==> config.mk <==
export PLATFORM = sky130hd
export DESIGN_NAME = rv32_instr_encoder_flat
export DESIGN_NICKNAME = d
export VERILOG_FILES = /design/src/rtl/rv32_instr_encoder.sv /design/src/rtl/rv32_instr_encoder_if.sv /design/src/flat_wrapper.sv
export SDC_FILE = /design/constraint.sdc
export NUM_CORES = 1
export LEC_CHECK = 0
export ABC_AREA = 1
export ABC_CLOCK_PERIOD_IN_PS = 3750
export CAP_MARGIN = 40
export CORE_MARGIN = 1
export CORE_UTILIZATION = 49
export DETAILED_ROUTE_END_ITERATION = 10
export PLACE_DENSITY_LB_ADDON = 0.12
export SETUP_SLACK_MARGIN = 0.4
export SYNTH_ARGS = -nofsm -noshare
export SYNTH_HDL_FRONTEND = slang
export SYNTH_SLANG_ARGS = --single-unit
==> constraint.sdc <==
create_clock -name clk -period 3.75 [get_ports clk]
set_clock_uncertainty 0.2 [all_clocks]
set_input_delay 0.375 -clock clk [delete_from_list [all_inputs] [get_ports clk]]
set_output_delay 0.375 -clock clk [all_outputs]
set_load 0.02 [all_outputs]
==> src/rtl/rv32_instr_encoder.sv <==
// RV32IM instruction encoder: decoded packet in, 32-bit machine word out through a small FIFO.
package rv32_instr_encoder_pkg;
  typedef enum logic [5:0] {
    OP_ADD = 6'd0, OP_SUB, OP_SLL, OP_SLT, OP_SLTU, OP_XOR, OP_SRL, OP_SRA, OP_OR, OP_AND,
    OP_ADDI, OP_SLTI, OP_SLTIU, OP_XORI, OP_ORI, OP_ANDI, OP_SLLI, OP_SRLI, OP_SRAI,
    OP_LB, OP_LH, OP_LW, OP_LBU, OP_LHU, OP_SB, OP_SH, OP_SW,
    OP_BEQ, OP_BNE, OP_BLT, OP_BGE, OP_BLTU, OP_BGEU, OP_JAL, OP_JALR, OP_LUI, OP_AUIPC,
    OP_MUL, OP_MULH, OP_MULHSU, OP_MULHU, OP_DIV, OP_DIVU, OP_REM, OP_REMU,
    OP_NOP = 6'd63
  } alu_op_e;

  typedef struct packed {
    logic [5:0]  alu_op;
    logic [4:0]  rd;
    logic [4:0]  rs1;
    logic [4:0]  rs2;
    logic [31:0] imm32;
  } rv32_instr_packet_t;

  localparam logic [6:0] OPC_OP     = 7'b0110011;
  localparam logic [6:0] OPC_OPIMM  = 7'b0010011;
  localparam logic [6:0] OPC_LOAD   = 7'b0000011;
  localparam logic [6:0] OPC_STORE  = 7'b0100011;
  localparam logic [6:0] OPC_BRANCH = 7'b1100011;
  localparam logic [6:0] OPC_JAL    = 7'b1101111;
  localparam logic [6:0] OPC_JALR   = 7'b1100111;
  localparam logic [6:0] OPC_LUI    = 7'b0110111;
  localparam logic [6:0] OPC_AUIPC  = 7'b0010111;
endpackage

module rv32_instr_encoder
  import rv32_instr_encoder_pkg::*;
#(
  parameter int unsigned DEPTH     = 2,
  parameter int unsigned ILL_CNT_W = 16
) (
  input  logic                 clk,
  input  logic                 rst,
  input  logic                 flush_i,
  rv32_instr_encoder_if.slave  bus,
  output logic                 err_illegal,
  output logic [31:0]          encoded_count,
  output logic [ILL_CNT_W-1:0] illegal_count
);
  localparam int unsigned PTR_W   = (DEPTH > 1) ? $clog2(DEPTH) : 1;
  localparam int unsigned CNT_W   = $clog2(DEPTH + 1);
  localparam int unsigned ENTRY_W = 38;

  typedef enum logic [3:0] {FMT_R, FMT_I, FMT_SH, FMT_S, FMT_B, FMT_U, FMT_J, FMT_NOP, FMT_ILL} fmt_e;

  rv32_instr_packet_t   pkt;
  fmt_e                 fmt;
  logic [6:0]           opc, f7;
  logic [2:0]           f3;
  logic [31:0]          enc_word;
  logic                 legal;

  logic [ENTRY_W-1:0]   mem [DEPTH];
  logic [PTR_W-1:0]     wr_ptr_q, rd_ptr_q, wr_n, rd_n;
  logic [CNT_W-1:0]     count_q, count_n;
  logic                 in_ready_q, out_valid_q;
  logic [ENTRY_W-1:0]   head_q, head_n;
  logic                 accept, push, pop;
  logic [31:0]          enc_cnt_n;
  logic [ILL_CNT_W-1:0] ill_cnt_n;

  assign pkt            = rv32_instr_packet_t'(bus.in_packet);
  assign bus.in_ready   = in_ready_q;
  assign bus.out_valid  = out_valid_q;
  assign bus.out_instr  = head_q[31:0];
  assign bus.out_alu_op = head_q[37:32];

  // Per-op format, opcode, funct3 and funct7 selection.
  always_comb begin
    fmt = FMT_ILL;
    opc = 7'b0;
    f3  = 3'b000;
    f7  = 7'b0;
    case (pkt.alu_op)
      OP_ADD:    begin fmt = FMT_R;   opc = OPC_OP;     f3 = 3'b000; end
      OP_SUB:    begin fmt = FMT_R;   opc = OPC_OP;     f3 = 3'b000; f7 = 7'b0100000; end
      OP_SLL:    begin fmt = FMT_R;   opc = OPC_OP;     f3 = 3'b001; end
      OP_SLT:    begin fmt = FMT_R;   opc = OPC_OP;     f3 = 3'b010; end
      OP_SLTU:   begin fmt = FMT_R;   opc = OPC_OP;     f3 = 3'b011; end
      OP_XOR:    begin fmt = FMT_R;   opc = OPC_OP;     f3 = 3'b100; end
      OP_SRL:    begin fmt = FMT_R;   opc = OPC_OP;     f3 = 3'b101; end
      OP_SRA:    begin fmt = FMT_R;   opc = OPC_OP;     f3 = 3'b101; f7 = 7'b0100000; end
      OP_OR:     begin fmt = FMT_R;   opc = OPC_OP;     f3 = 3'b110; end
      OP_AND:    begin fmt = FMT_R;   opc = OPC_OP;     f3 = 3'b111; end
      OP_ADDI:   begin fmt = FMT_I;   opc = OPC_OPIMM;  f3 = 3'b000; end
      OP_SLTI:   begin fmt = FMT_I;   opc = OPC_OPIMM;  f3 = 3'b010; end
      OP_SLTIU:  begin fmt = FMT_I;   opc = OPC_OPIMM;  f3 = 3'b011; end
      OP_XORI:   begin fmt = FMT_I;   opc = OPC_OPIMM;  f3 = 3'b100; end
      OP_ORI:    begin fmt = FMT_I;   opc = OPC_OPIMM;  f3 = 3'b110; end
      OP_ANDI:   begin fmt = FMT_I;   opc = OPC_OPIMM;  f3 = 3'b111; end
      OP_SLLI:   begin fmt = FMT_SH;  opc = OPC_OPIMM;  f3 = 3'b001; end
      OP_SRLI:   begin fmt = FMT_SH;  opc = OPC_OPIMM;  f3 = 3'b101; end
      OP_SRAI:   begin fmt = FMT_SH;  opc = OPC_OPIMM;  f3 = 3'b101; f7 = 7'b0100000; end
      OP_LB:     begin fmt = FMT_I;   opc = OPC_LOAD;   f3 = 3'b000; end
      OP_LH:     begin fmt = FMT_I;   opc = OPC_LOAD;   f3 = 3'b001; end
      OP_LW:     begin fmt = FMT_I;   opc = OPC_LOAD;   f3 = 3'b010; end
      OP_LBU:    begin fmt = FMT_I;   opc = OPC_LOAD;   f3 = 3'b100; end
      OP_LHU:    begin fmt = FMT_I;   opc = OPC_LOAD;   f3 = 3'b101; end
      OP_SB:     begin fmt = FMT_S;   opc = OPC_STORE;  f3 = 3'b000; end
      OP_SH:     begin fmt = FMT_S;   opc = OPC_STORE;  f3 = 3'b001; end
      OP_SW:     begin fmt = FMT_S;   opc = OPC_STORE;  f3 = 3'b010; end
      OP_BEQ:    begin fmt = FMT_B;   opc = OPC_BRANCH; f3 = 3'b000; end
      OP_BNE:    begin fmt = FMT_B;   opc = OPC_BRANCH; f3 = 3'b001; end
      OP_BLT:    begin fmt = FMT_B;   opc = OPC_BRANCH; f3 = 3'b100; end
      OP_BGE:    begin fmt = FMT_B;   opc = OPC_BRANCH; f3 = 3'b101; end
      OP_BLTU:   begin fmt = FMT_B;   opc = OPC_BRANCH; f3 = 3'b110; end
      OP_BGEU:   begin fmt = FMT_B;   opc = OPC_BRANCH; f3 = 3'b111; end
      OP_JAL:    begin fmt = FMT_J;   opc = OPC_JAL;    end
      OP_JALR:   begin fmt = FMT_I;   opc = OPC_JALR;   f3 = 3'b000; end
      OP_LUI:    begin fmt = FMT_U;   opc = OPC_LUI;    end
      OP_AUIPC:  begin fmt = FMT_U;   opc = OPC_AUIPC;  end
      OP_MUL:    begin fmt = FMT_R;   opc = OPC_OP;     f3 = 3'b000; f7 = 7'b0000001; end
      OP_MULH:   begin fmt = FMT_R;   opc = OPC_OP;     f3 = 3'b001; f7 = 7'b0000001; end
      OP_MULHSU: begin fmt = FMT_R;   opc = OPC_OP;     f3 = 3'b010; f7 = 7'b0000001; end
      OP_MULHU:  begin fmt = FMT_R;   opc = OPC_OP;     f3 = 3'b011; f7 = 7'b0000001; end
      OP_DIV:    begin fmt = FMT_R;   opc = OPC_OP;     f3 = 3'b100; f7 = 7'b0000001; end
      OP_DIVU:   begin fmt = FMT_R;   opc = OPC_OP;     f3 = 3'b101; f7 = 7'b0000001; end
      OP_REM:    begin fmt = FMT_R;   opc = OPC_OP;     f3 = 3'b110; f7 = 7'b0000001; end
      OP_REMU:   begin fmt = FMT_R;   opc = OPC_OP;     f3 = 3'b111; f7 = 7'b0000001; end
      OP_NOP:    begin fmt = FMT_NOP; end
      default:   begin fmt = FMT_ILL; end
    endcase
  end

  // Field packing for the selected format; immediates are silently truncated.
  always_comb begin
    enc_word = 32'h0;
    case (fmt)
      FMT_R:   enc_word = {f7, pkt.rs2, pkt.rs1, f3, pkt.rd, opc};
      FMT_I:   enc_word = {pkt.imm32[11:0], pkt.rs1, f3, pkt.rd, opc};
      FMT_SH:  enc_word = {f7, pkt.imm32[4:0], pkt.rs1, f3, pkt.rd, opc};
      FMT_S:   enc_word = {pkt.imm32[11:5], pkt.rs2, pkt.rs1, f3, pkt.imm32[4:0], opc};
      FMT_B:   enc_word = {pkt.imm32[12], pkt.imm32[10:5], pkt.rs2, pkt.rs1, f3,
                           pkt.imm32[4:1], pkt.imm32[11], opc};
      FMT_U:   enc_word = {pkt.imm32[31:12], pkt.rd, opc};
      FMT_J:   enc_word = {pkt.imm32[20], pkt.imm32[10:1], pkt.imm32[11], pkt.imm32[19:12],
                           pkt.rd, opc};
      FMT_NOP: enc_word = 32'h0000_0013;
      default: enc_word = 32'h0;
    endcase
  end

  assign legal = (fmt != FMT_ILL);

  // Next-state for FIFO pointers, occupancy, registered head and counters.
  always_comb begin
    accept    = bus.in_valid && in_ready_q && !flush_i;
    push      = accept && legal;
    pop       = out_valid_q && bus.out_ready && !flush_i;
    wr_n      = wr_ptr_q;
    rd_n      = rd_ptr_q;
    count_n   = count_q;
    head_n    = head_q;
    enc_cnt_n = encoded_count;
    ill_cnt_n = illegal_count;
    if (flush_i) begin
      wr_n    = '0;
      rd_n    = '0;
      count_n = '0;
    end else begin
      if (push) wr_n = wr_ptr_q + PTR_W'(1);
      if (pop)  rd_n = rd_ptr_q + PTR_W'(1);
      if (push && !pop)      count_n = count_q + CNT_W'(1);
      else if (!push && pop) count_n = count_q - CNT_W'(1);
    end
    // A word written this edge at the new head slot must bypass the array.
    if (count_n != '0) begin
      head_n = (push && (wr_ptr_q == rd_n)) ? {pkt.alu_op, enc_word} : mem[rd_n];
    end
    if (push) enc_cnt_n = encoded_count + 32'd1;
    if (accept && !legal && (illegal_count != {ILL_CNT_W{1'b1}})) begin
      ill_cnt_n = illegal_count + ILL_CNT_W'(1);
    end
  end

  // Control and output registers with synchronous reset.
  always_ff @(posedge clk) begin
    if (rst) begin
      wr_ptr_q      <= '0;
      rd_ptr_q      <= '0;
      count_q       <= '0;
      in_ready_q    <= 1'b1;
      out_valid_q   <= 1'b0;
      head_q        <= '0;
      err_illegal   <= 1'b0;
      encoded_count <= 32'd0;
      illegal_count <= '0;
    end else begin
      wr_ptr_q      <= wr_n;
      rd_ptr_q      <= rd_n;
      count_q       <= count_n;
      in_ready_q    <= (count_n < CNT_W'(DEPTH));
      out_valid_q   <= (count_n != '0);
      head_q        <= head_n;
      err_illegal   <= accept && !legal;
      encoded_count <= enc_cnt_n;
      illegal_count <= ill_cnt_n;
    end
  end

  // FIFO storage; contents are invalidated by pointer reset, not cleared.
  always_ff @(posedge clk) begin
    if (push) mem[wr_ptr_q] <= {pkt.alu_op, enc_word};
  end
endmodule

==> src/rtl/rv32_instr_encoder_if.sv <==
// Handshake bundle for the instruction encoder: packet input channel and encoded-word output channel.
interface rv32_instr_encoder_if;
  logic        in_valid;
  logic        in_ready;
  logic [52:0] in_packet;
  logic        out_valid;
  logic        out_ready;
  logic [31:0] out_instr;
  logic [5:0]  out_alu_op;

  modport master (
    output in_valid, in_packet, out_ready,
    input  in_ready, out_valid, out_instr, out_alu_op
  );

  modport slave (
    input  in_valid, in_packet, out_ready,
    output in_ready, out_valid, out_instr, out_alu_op
  );
endinterface

==> src/flat_wrapper.sv <==
// flat-port wrapper written by rule: the top's interface ports become plain ports
module rv32_instr_encoder_flat import rv32_instr_encoder_pkg::*;
#(
  parameter int unsigned DEPTH     = 2,
  parameter int unsigned ILL_CNT_W = 16
)
  (clk, rst, flush_i, err_illegal, encoded_count, illegal_count, bus_in_valid, bus_in_packet, bus_out_ready, bus_in_ready, bus_out_valid, bus_out_instr, bus_out_alu_op);
  rv32_instr_encoder_if bus_i ();
  input  logic clk;
  input  logic rst;
  input  logic flush_i;
  output logic err_illegal;
  output logic [31:0] encoded_count;
  output logic [ILL_CNT_W-1:0] illegal_count;
  input wire logic [$bits(bus_i.in_valid)-1:0] bus_in_valid;
  input wire logic [$bits(bus_i.in_packet)-1:0] bus_in_packet;
  input wire logic [$bits(bus_i.out_ready)-1:0] bus_out_ready;
  output wire logic [$bits(bus_i.in_ready)-1:0] bus_in_ready;
  output wire logic [$bits(bus_i.out_valid)-1:0] bus_out_valid;
  output wire logic [$bits(bus_i.out_instr)-1:0] bus_out_instr;
  output wire logic [$bits(bus_i.out_alu_op)-1:0] bus_out_alu_op;
  assign bus_i.in_valid = bus_in_valid;
  assign bus_i.in_packet = bus_in_packet;
  assign bus_i.out_ready = bus_out_ready;
  assign bus_in_ready = bus_i.in_ready;
  assign bus_out_valid = bus_i.out_valid;
  assign bus_out_instr = bus_i.out_instr;
  assign bus_out_alu_op = bus_i.out_alu_op;
  rv32_instr_encoder #(.DEPTH(DEPTH), .ILL_CNT_W(ILL_CNT_W)) u_core (.clk(clk), .rst(rst), .flush_i(flush_i), .bus(bus_i), .err_illegal(err_illegal), .encoded_count(encoded_count), .illegal_count(illegal_count));
endmodule
* Word-level counts from Yosys, hierarchy flattened
Memories as Yosys holds them, arrays and structs flattened. A register that Yosys moved wholly into a read port is not among the register bits.
Cells that the tools add are included.
** Storage, ports and cells
- Bits in registers :: 55
- Bits in writable memories :: 76
- Bits of input ports :: 58
- Output and inout bits :: 89
- Logic and storage cells :: 116
- Memories kept :: 1
** Cells by class
- $add $sub $neg :: 6
- $lt $le $gt $ge :: 1
- Equal/unequal tests :: 54
- Multiplexer cells :: 12
- Reductions and logical operators :: 34
** Memories
- u_core.mem :: depth 2, width 38, rd ports 1, clocked after memory_dff 1, write ports 1, line rv32_instr_encoder.sv:58 : logic [ENTRY_W-1:0] mem [DEPTH];
** Operators with widths (count)
- $pmux 32 s8 :: 1
- $eq 6x5->1 const B :: 16
- $eq 6x6->1 const B :: 14
- $pmux 7 s9 :: 1
- $eq 6x4->1 const B :: 8
- $add 32x1->32 const B :: 1
- $pmux 4 s8 :: 1
- $eq 6x3->1 const B :: 4
- $pmux 3 s7 :: 1
- $reduce_or 18->1 :: 1
- $add 16x1->16 const B :: 1
- $eq 4x3->1 const B :: 4
- $ne 16x16->1 const B :: 1
- $reduce_or 5->1 :: 3
- $eq 6x2->1 const B :: 2
- $pmux 6 s2 :: 1
- $reduce_or 12->1 :: 1
- $reduce_or 3->1 :: 4
- $reduce_or 6->1 :: 2
- $logic_and 1x1->1 :: 9
- $reduce_or 9->1 :: 1
- $eq 4x2->1 const B :: 2
- $reduce_or 4->1 :: 2
- $reduce_or 8->1 :: 1
- 15 further kinds :: 25

* Depth between registers and ports, before layout
Gate-level depths: netlist of the first run.
- Word-level depth :: 11
- Mapped depth :: 20
- Gate-level depth less buffers :: 18

* Worst setup path before layout of the first run
OpenSTA, ideal clock, no wires.
- Path type :: input to register
- From :: input bus_in_packet[49]
- To :: memory u_core.mem[0][10] (enable)
- Setup time :: 431 ps
- Data arrival time :: 3374 ps
- Required time :: 3119 ps
- Slack :: -255 ps
- Cell stages on the path :: 12
- Buffers on the path :: 3
- Cells stage by stage :: buf_4 nor2_2 nand2_2 a21oi_4 nor2_2 nand2_1 nor2_1 nand2_4 nand2_4 buf_2 buf_2 nor2_1
** Between the ends
- Longest elaborated chain between the ends :: 7
- Elaborated cells on any way between the ends :: 57
- Classes of those cells :: eq/ne (46); mux (3); reduce/logical (8)
** RTL lines
- start, declared :: line flat_wrapper.sv:16 : input wire logic [$bits(bus_i.in_packet)-1:0] bus_in_packet;
- $eq 6x1->1 (tied with other cells) :: line rv32_instr_encoder.sv:79 : case (pkt.alu_op)
- $reduce_or 18->1 (no line) (tied with other cells)
- $pmux 4 s8 * :: line rv32_instr_encoder.sv:79
- $ne 4x4->1 * :: line rv32_instr_encoder.sv:148 : assign legal = (fmt != FMT_ILL);
- $logic_and 1x1->1 * :: line rv32_instr_encoder.sv:153 : push = accept && legal;
- $mux 1 * :: line rv32_instr_encoder.sv:208 : if (push) mem[wr_ptr_q] <= {pkt.alu_op, enc_word};
- $mux 1 (not written as such) * :: line rv32_instr_encoder.sv:208
- end, declared :: line rv32_instr_encoder.sv:58
Mark *: on every way between the ends. The rest lies on a longest branch, timed or not.

* Worst setup path in the final report of the first run
- From :: input bus_in_packet[52]
- To :: register u_core.head_q[30], read port of u_core.mem
** Between the ends
- Longest elaborated chain between the ends :: 11
- Elaborated cells on any way between the ends :: 62
- Classes of those cells :: eq/ne (46); mux (4); reduce/logical (12)
** RTL lines
- $eq 6x1->1 (tied with other cells) :: line rv32_instr_encoder.sv:79
- $reduce_or 18->1 (no line) (tied with other cells)
- $pmux 4 s8 * :: line rv32_instr_encoder.sv:79
- $ne 4x4->1 * :: line rv32_instr_encoder.sv:148
- $logic_and 1x1->1 * :: line rv32_instr_encoder.sv:153
- $logic_not 1->1 :: line rv32_instr_encoder.sv:169 : else if (!push && pop) count_n = count_q - CNT_W'(1);
- $logic_and 1x1->1 :: line rv32_instr_encoder.sv:169
- $mux 2 :: line rv32_instr_encoder.sv:169
- $mux 2 * :: line rv32_instr_encoder.sv:168 : if (push && !pop) count_n = count_q + CNT_W'(1);
- $mux 2 * :: line rv32_instr_encoder.sv:161 : if (flush_i) begin
- $reduce_bool 2->1 * :: line rv32_instr_encoder.sv:172 : if (count_n != '0) begin
- end, declared :: line rv32_instr_encoder.sv:62 : logic [ENTRY_W-1:0] head_q, head_n;
Marks and branches as above.
A chain may end at the register's enable or synchronous reset.

==> results of run 1 <==
power groups by stage:
| stage | logic, mW | registers, mW | clock network (mW) |
|---|---|---|---|
| 3_5_place_dp | 0.822 | 2.08 | 0 |
| 4_1_cts | 0.827 | 2.04 | 1.77 |
| 5_1_grt | 0.905 | 2.05 | 1.85 |
| 3_3_place_gp | 0.810 | 2.08 | 0 |
| 2_1_floorplan | 0.397 | 2.13 | 0 |
| 6_report | 0.827 | 2.04 | 1.75 |
stage by stage:
stage	setup WS [ns]	util (%)	total power, mW
floorplan	0.512	-	2.53
detailed placement	0.103	61.3	2.90
finish	0.763	64.7	4.62
global placement	0.117	61.1	2.89
global route	0.463	64.7	4.80
CTS	0.541	64.7	4.64
layer usage:
metal	track usage, %	part of all wire [%]
met1	37.2	46
met5	0	0
met4	8.43	1.5
met2	46.6	49
met3	4.04	4.4
kinds of logic (layout without fill, tap and decap cells):
logic type,after synthesis,after routing,share of synthesized area (%)
and+or+nand+nor,635,635,32.2
DFF,166,166,46.4
AOI/OAI and AO/OA,138,138,9.36
buffers and inverters,131,303,6.58
muxes,27,27,3.47
xor gates and xnor gates,17,17,1.70
adders and majority gates,2,2,0.286
worst max-delay path, stage by stage:
cell	delay, ns
clkdlybuf4s50_1	0.58
inv_1	0.14
nor2_1	0.11
buf_4	0.20
inv_1	0.07
buf_4	0.15
a21oi_4	0.12
nor2_2	0.06
nand2_1	0.06
nor2_1	0.06
nand2_4	0.09
nand2_4	0.07
buf_4	0.18
o21ai_2	0.20
nand2_4	0.14
nor2_2	0.37
nand2_1	0.09
nand2_1	0.08
layout make-up:
cell class | count | area (um^2) | area share [%]
clock inverter | 14 | 154 | 1.37
sequential | 166 | 4060 | 36.2
clock buffer | 18 | 439 | 3.91
multi-input combinational | 819 | 4140 | 36.8
inverter | 84 | 315 | 2.81
timing repair buffer | 187 | 1850 | 16.5
tap | 225 | 282 | 2.51
worst paths after layout:
path                                   startpoint                                    end  cells past startpoint  slack [ns]
max                             bus_in_packet[52]         u_core.head_q[30]$_SDFFE_PP0P_                     18        0.76
max reg2reg  u_core.encoded_count[1]$_SDFFE_PP0N_  u_core.encoded_count[12]$_SDFFE_PP0N_                      8        1.22
min                                           rst         u_core.head_q[14]$_SDFFE_PP0P_                      4        0.23
min reg2reg        u_core.head_q[19]$_SDFFE_PP0P_         u_core.head_q[19]$_SDFFE_PP0P_                      2        0.25
registers in the layout, summed over array words and instances (netlist names):
name / flops
u_core.wr_ptr_q: 1
u_core.err_illegal: 1
u_core.illegal_count: 16
u_core.bus.out_valid: 1
u_core.bus.in_ready: 1
u_core.count_q: 2
u_core.rd_ptr_q: 1
u_core.encoded_count: 32
u_core.mem: 74
u_core.head_q: 37
cell usage in the layout, fill, tap and decap left out, types with 3 or more instances in the layout:
master,instances
nor3_1,33
buf_4,35
inv_2,5
inv_6,5
o211ai_1,9
a22oi_1,12
a21oi_1,48
nor4_1,11
edfxtp_1,74
clkinv_1,3
buf_12,5
nand3_2,7
o21ai_0,41
dfxtp_1,92
a221oi_1,6
clkdlybuf4s50_1,144
nor2_2,11
a31oi_1,6
nand2_2,3
nand2_1,337
o2111ai_1,3
nand3_1,48
clkbuf_16,17
nand3b_1,22
inv_8,5
nor3b_1,5
xnor2_1,5
nand4_1,34
o21ai_1,3
nor2_1,114
mux2_2,27
nand2_4,3
o21a_1,4
inv_1,76
xor2_1,12
timing repair:
| item | in CTS | in global routing |
|---|---|---|
| endpoints found under the setup margin | 0 | 50 |
| hold buffers | 0 | 0 |
| gates resized for setup | 0 | 3 |
| setup buffers | 0 | 0 |
==> impl_metrics.json, run 1 <==
{
  "status": "finished clean",
  "viasPerCell": 5.40,
  "antenna_found_initial": 0,
  "p_clk_share_pct": 37.9,
  "vias": 8165,
  "switching_power_mw": 1.32,
  "cp.arrival_ns": 3.16,
  "area_growth_syn_to_layout_pct": 28.4,
  "core-area_mm2": 0.0174,
  "path_max_fanout": 12,
  "drt_wl_total_um": 24500,
  "synth_top_area_share_pct": 25.4,
  "cts_sinks": 166,
  "finalMaxSlewViolations": 0,
  "hold_ws_ns": 0.231,
  "syn_area_mm2": 0.00875,
  "groute.usage.overall_pct": 27.9,
  "setup_tns_ns": 0,
  "grt_max_degree": 45,
  "netlist_instances": 1116,
  "setup_violations": 0,
  "yosysMostFrequentCell": "nand2_1",
  "path_clk_slew_ns": 0.07,
  "placed_area_mm2": 0.0106,
  "final.fill_count": 1552,
  "clk_path_buf_depth": 2,
  "ys_seq_elements": 166,
  "yosysWarnings": 0,
  "min_period_over_period_pct": 79.7,
  "yosysSeqAreaShare_pct": 46.4,
  "start_util_pct": 50.4,
  "cts_tree": "done",
  "cts_made_buffers": 17,
  "slew_headroom_pct": 48.0,
  "p_seq_share_pct": 44.2,
  "final_cell_count_no_fill": 1513,
  "p_sw_share_pct": 28.5,
  "die_w_um": 136,
  "dieArea_mm2": 0.0184,
  "hold_viol_final": 0,
  "syn_nets": 1176,
  "io_buffers": 146,
  "min_period_ns": 2.99,
  "dp_cells": 1481,
  "gp_congestion": 0.912,
  "p_int_mw": 3.30,
  "yosysTopAreaCell": "edfxtp_1",
  "synth_common_cells": "nand2_1, nor2_1, dfxtp_1, inv_1, edfxtp_1",
  "power_density_mw_per_mm2": 411,
  "htreeDepth": 4,
  "async_reset_ff_share_pct": 0,
  "num_rows": 48,
  "drtIter0Drc": 619,
  "postRouteAntennaNets": 0,
  "clk_latency_ns": 0.43,
  "grt_pass1_wl_um": 39600,
  "cellLeakagePower_nw": 4.39,
  "required_ns": 3.93,
  "grt_pass1_vias": 7723,
  "drive_above_1_share_pct": 10.7,
  "drcViolationCount": 0,
  "drt-pass1-iter-count": 5,
  "synthTopCellsByArea": "edfxtp_1, dfxtp_1, nand2_1",
  "synth_edf_count": 74,
  "wl_per_cell_um": 16.2,
  "grt-ovfl-total": 0,
  "grt_setup_unrepaired": "false",
  "cp-start-kind": "input port",
  "path_class": "in2reg",
  "combPwrFrac_pct": 17.9,
  "fmax_ghz": 0.335,
  "ys.flop_type": "dfxtp_1",
  "cts_root_buf": "clkbuf_16",
  "ios": 147,
  "crit_path_end_kind": "flop",
  "design_area_mm2": 0.0112,
  "num-nets-final": 1335,
  "hp-class": "in2reg",
  "n_antenna_cell": 0,
  "synth_cell_types": 43,
  "tightest_slew_ns": 0.775,
  "fp.dieH_um": 136,
  "peakVddDrop_v": 0.000375,
  "drv_cap": 0,
  "hpwl_um": 17900,
  "syn_avg_cell_area_um2": 7.84
}
Power figures use the tool's default switching activity.
==> inputs of run 2 (changes only) <==
ABC_CLOCK_PERIOD_IN_PS = 2950   (was 3750)
CORE_UTILIZATION = 54   (was 49)
clock period = 2.95 ns   (was 3.75 ns; I/O delays follow)
==> impl_metrics.json, run 2 (synthesis gave the netlist of run 1 again) <==
{
  "cp.arrival_ns": 2.60,
  "cts_root_buf": "clkbuf_16",
  "drv_cap": 0,
  "cts_tree": "done",
  "setup_tns_ns": 0,
  "num-nets-final": 1436,
  "fp.dieH_um": 129,
  "power_density_mw_per_mm2": 487,
  "slew_headroom_pct": 58.9,
  "wl_per_cell_um": 16.1,
  "final.fill_count": 1175,
  "start_util_pct": 55.3,
  "drt_wl_total_um": 25800,
  "finalMaxSlewViolations": 0,
  "peakVddDrop_v": 0.000413,
  "path_class": "reg2reg",
  "reg.largest.list": "u_core.mem: 74 flops, u_core.head_q: 37 flops, u_core.encoded_count: 32 flops",
  "core-area_mm2": 0.0158,
  "status": "finished clean",
  "io_buffers": 146,
  "ios": 147,
  "grt_pass1_wl_um": 40200,
  "cellLeakagePower_nw": 4.93,
  "grt_setup_unrepaired": "true",
  "setup_violations": 0,
  "drtIter0Drc": 680,
  "layout_common_cells": "nand2_1, clkdlybuf4s50_1, buf_4, nor2_1, dfxtp_1",
  "min_period_ns": 2.47,
  "fmax_ghz": 0.405,
  "mostFrequentLayoutCell": "nand2_1",
  "num_rows": 46,
  "hp-class": "in2reg",
  "crit_path_end_kind": "flop",
  "drive_above_1_share_pct": 19.3,
  "area_growth_syn_to_layout_pct": 39.3,
  "groute.usage.overall_pct": 31.2,
  "vias": 8718,
  "path_max_fanout": 6,
  "grt_max_degree": 43,
  "die_w_um": 129,
  "grt_pass1_vias": 8111,
  "gp_congestion": 0.965,
  "finalPower_mw": 5.93,
  "cts_sinks": 166,
  "hold_ws_ns": 0.0341,
  "regMostFlops": "u_core.mem",
  "clk_path_buf_depth": 2,
  "clk_latency_ns": 0.43,
  "drcViolationCount": 0,
  "finish.utilization_pct": 77.0,
  "path_clk_slew_ns": 0.07,
  "largest_reg_flops": 74,
  "tightest_slew_ns": 0.615,
  "hold_viol_final": 0,
  "required_ns": 3.08,
  "htreeDepth": 4,
  "grt-ovfl-total": 0,
  "min_period_over_period_pct": 83.7,
  "drt-pass1-iter-count": 7,
  "cp-start-kind": "flop",
  "viasPerCell": 5.43,
  "cts_hold_repair.buffers": 0,
  "n_antenna_cell": 0,
  "cts_made_buffers": 17,
  "postRouteAntennaNets": 0,
  "antenna_found_initial": 0,
  "hpwl_um": 18000,
  "dieArea_mm2": 0.0167
}
-- run 2: critical path, cell delays in order (launching register included) --
cell and delay, ns:
dfxtp_1 0.44, nand2_1 0.16, nor4_1 0.36, nor3b_2 0.34
nand3_1 0.17, nand3_4 0.18, buf_6 0.13, buf_4 0.11
nand2_1 0.06, a21oi_1 0.22
-- run 2: power breakdown --
group,internal [mW],switching [mW],total (mW)
Combinational,0.538,0.661,1.20
Clock,1.18,0.965,2.15
Sequential,2.54,0.0495,2.59
-- run 2: final cells by class --
type / count / area [um^2] / share of cell area (%)
flip-flops and latches: 166 / 4060 / 33.3
inverters: 84 / 324 / 2.66
multi-input cells: 819 / 4300 / 35.3
clock inverters: 12 / 92.6 / 0.759
well taps: 216 / 270 / 2.22
repair buffers: 288 / 2660 / 21.8
clock buffers: 20 / 478 / 3.92
-- run 2: repair_timing --
| action | 4_1_cts | 5_1_grt |
|---|---|---|
| pin swaps | 5 | 15 |
| resized for setup | 26 | 35 |
| endpoints found under the hold margin | 0 | 0 |
| endpoints found under the setup margin | 175 | 147 |
| buffers inserted | 5 | 4 |
-- run 2: worst paths after layout --
path / start / endpoint / slack [ns] / cells past startpoint
max reg2reg: u_core.illegal_count[4]$_SDFFE_PP0P_ / u_core.illegal_count[15]$_SDFFE_PP0P_ / 0.48 / 9
max: u_core.illegal_count[4]$_SDFFE_PP0P_ / u_core.illegal_count[15]$_SDFFE_PP0P_ / 0.48 / 9
min reg2reg: u_core.head_q[10]$_SDFFE_PP0P_ / u_core.head_q[10]$_SDFFE_PP0P_ / 0.25 / 2
min: bus_in_packet[47] / u_core.mem[1][32]$_DFFE_PP_ / 0.03 / 2
-- run 2: metal layers --
layer	vias to the layer above	global-route usage [%]	wire, um
li1	4288	-	-
met1	4066	38.8	10900
met2	327	54.0	12800
met3	37	5.62	1560
met4	0	11.1	539
met5	-	0	0
-- run 2: stage by stage --
step / cell area, um^2 / instances / setup WS, ns
after floorplan: 8810 / 1116 / 0.184
after global placement: 11400 / 1564 / -0.288
after detailed placement: 11400 / 1564 / -0.297
after CTS: 12100 / 1601 / 0.404
after global routing: 12200 / 1605 / 0.386
final: 12200 / 1605 / 0.481
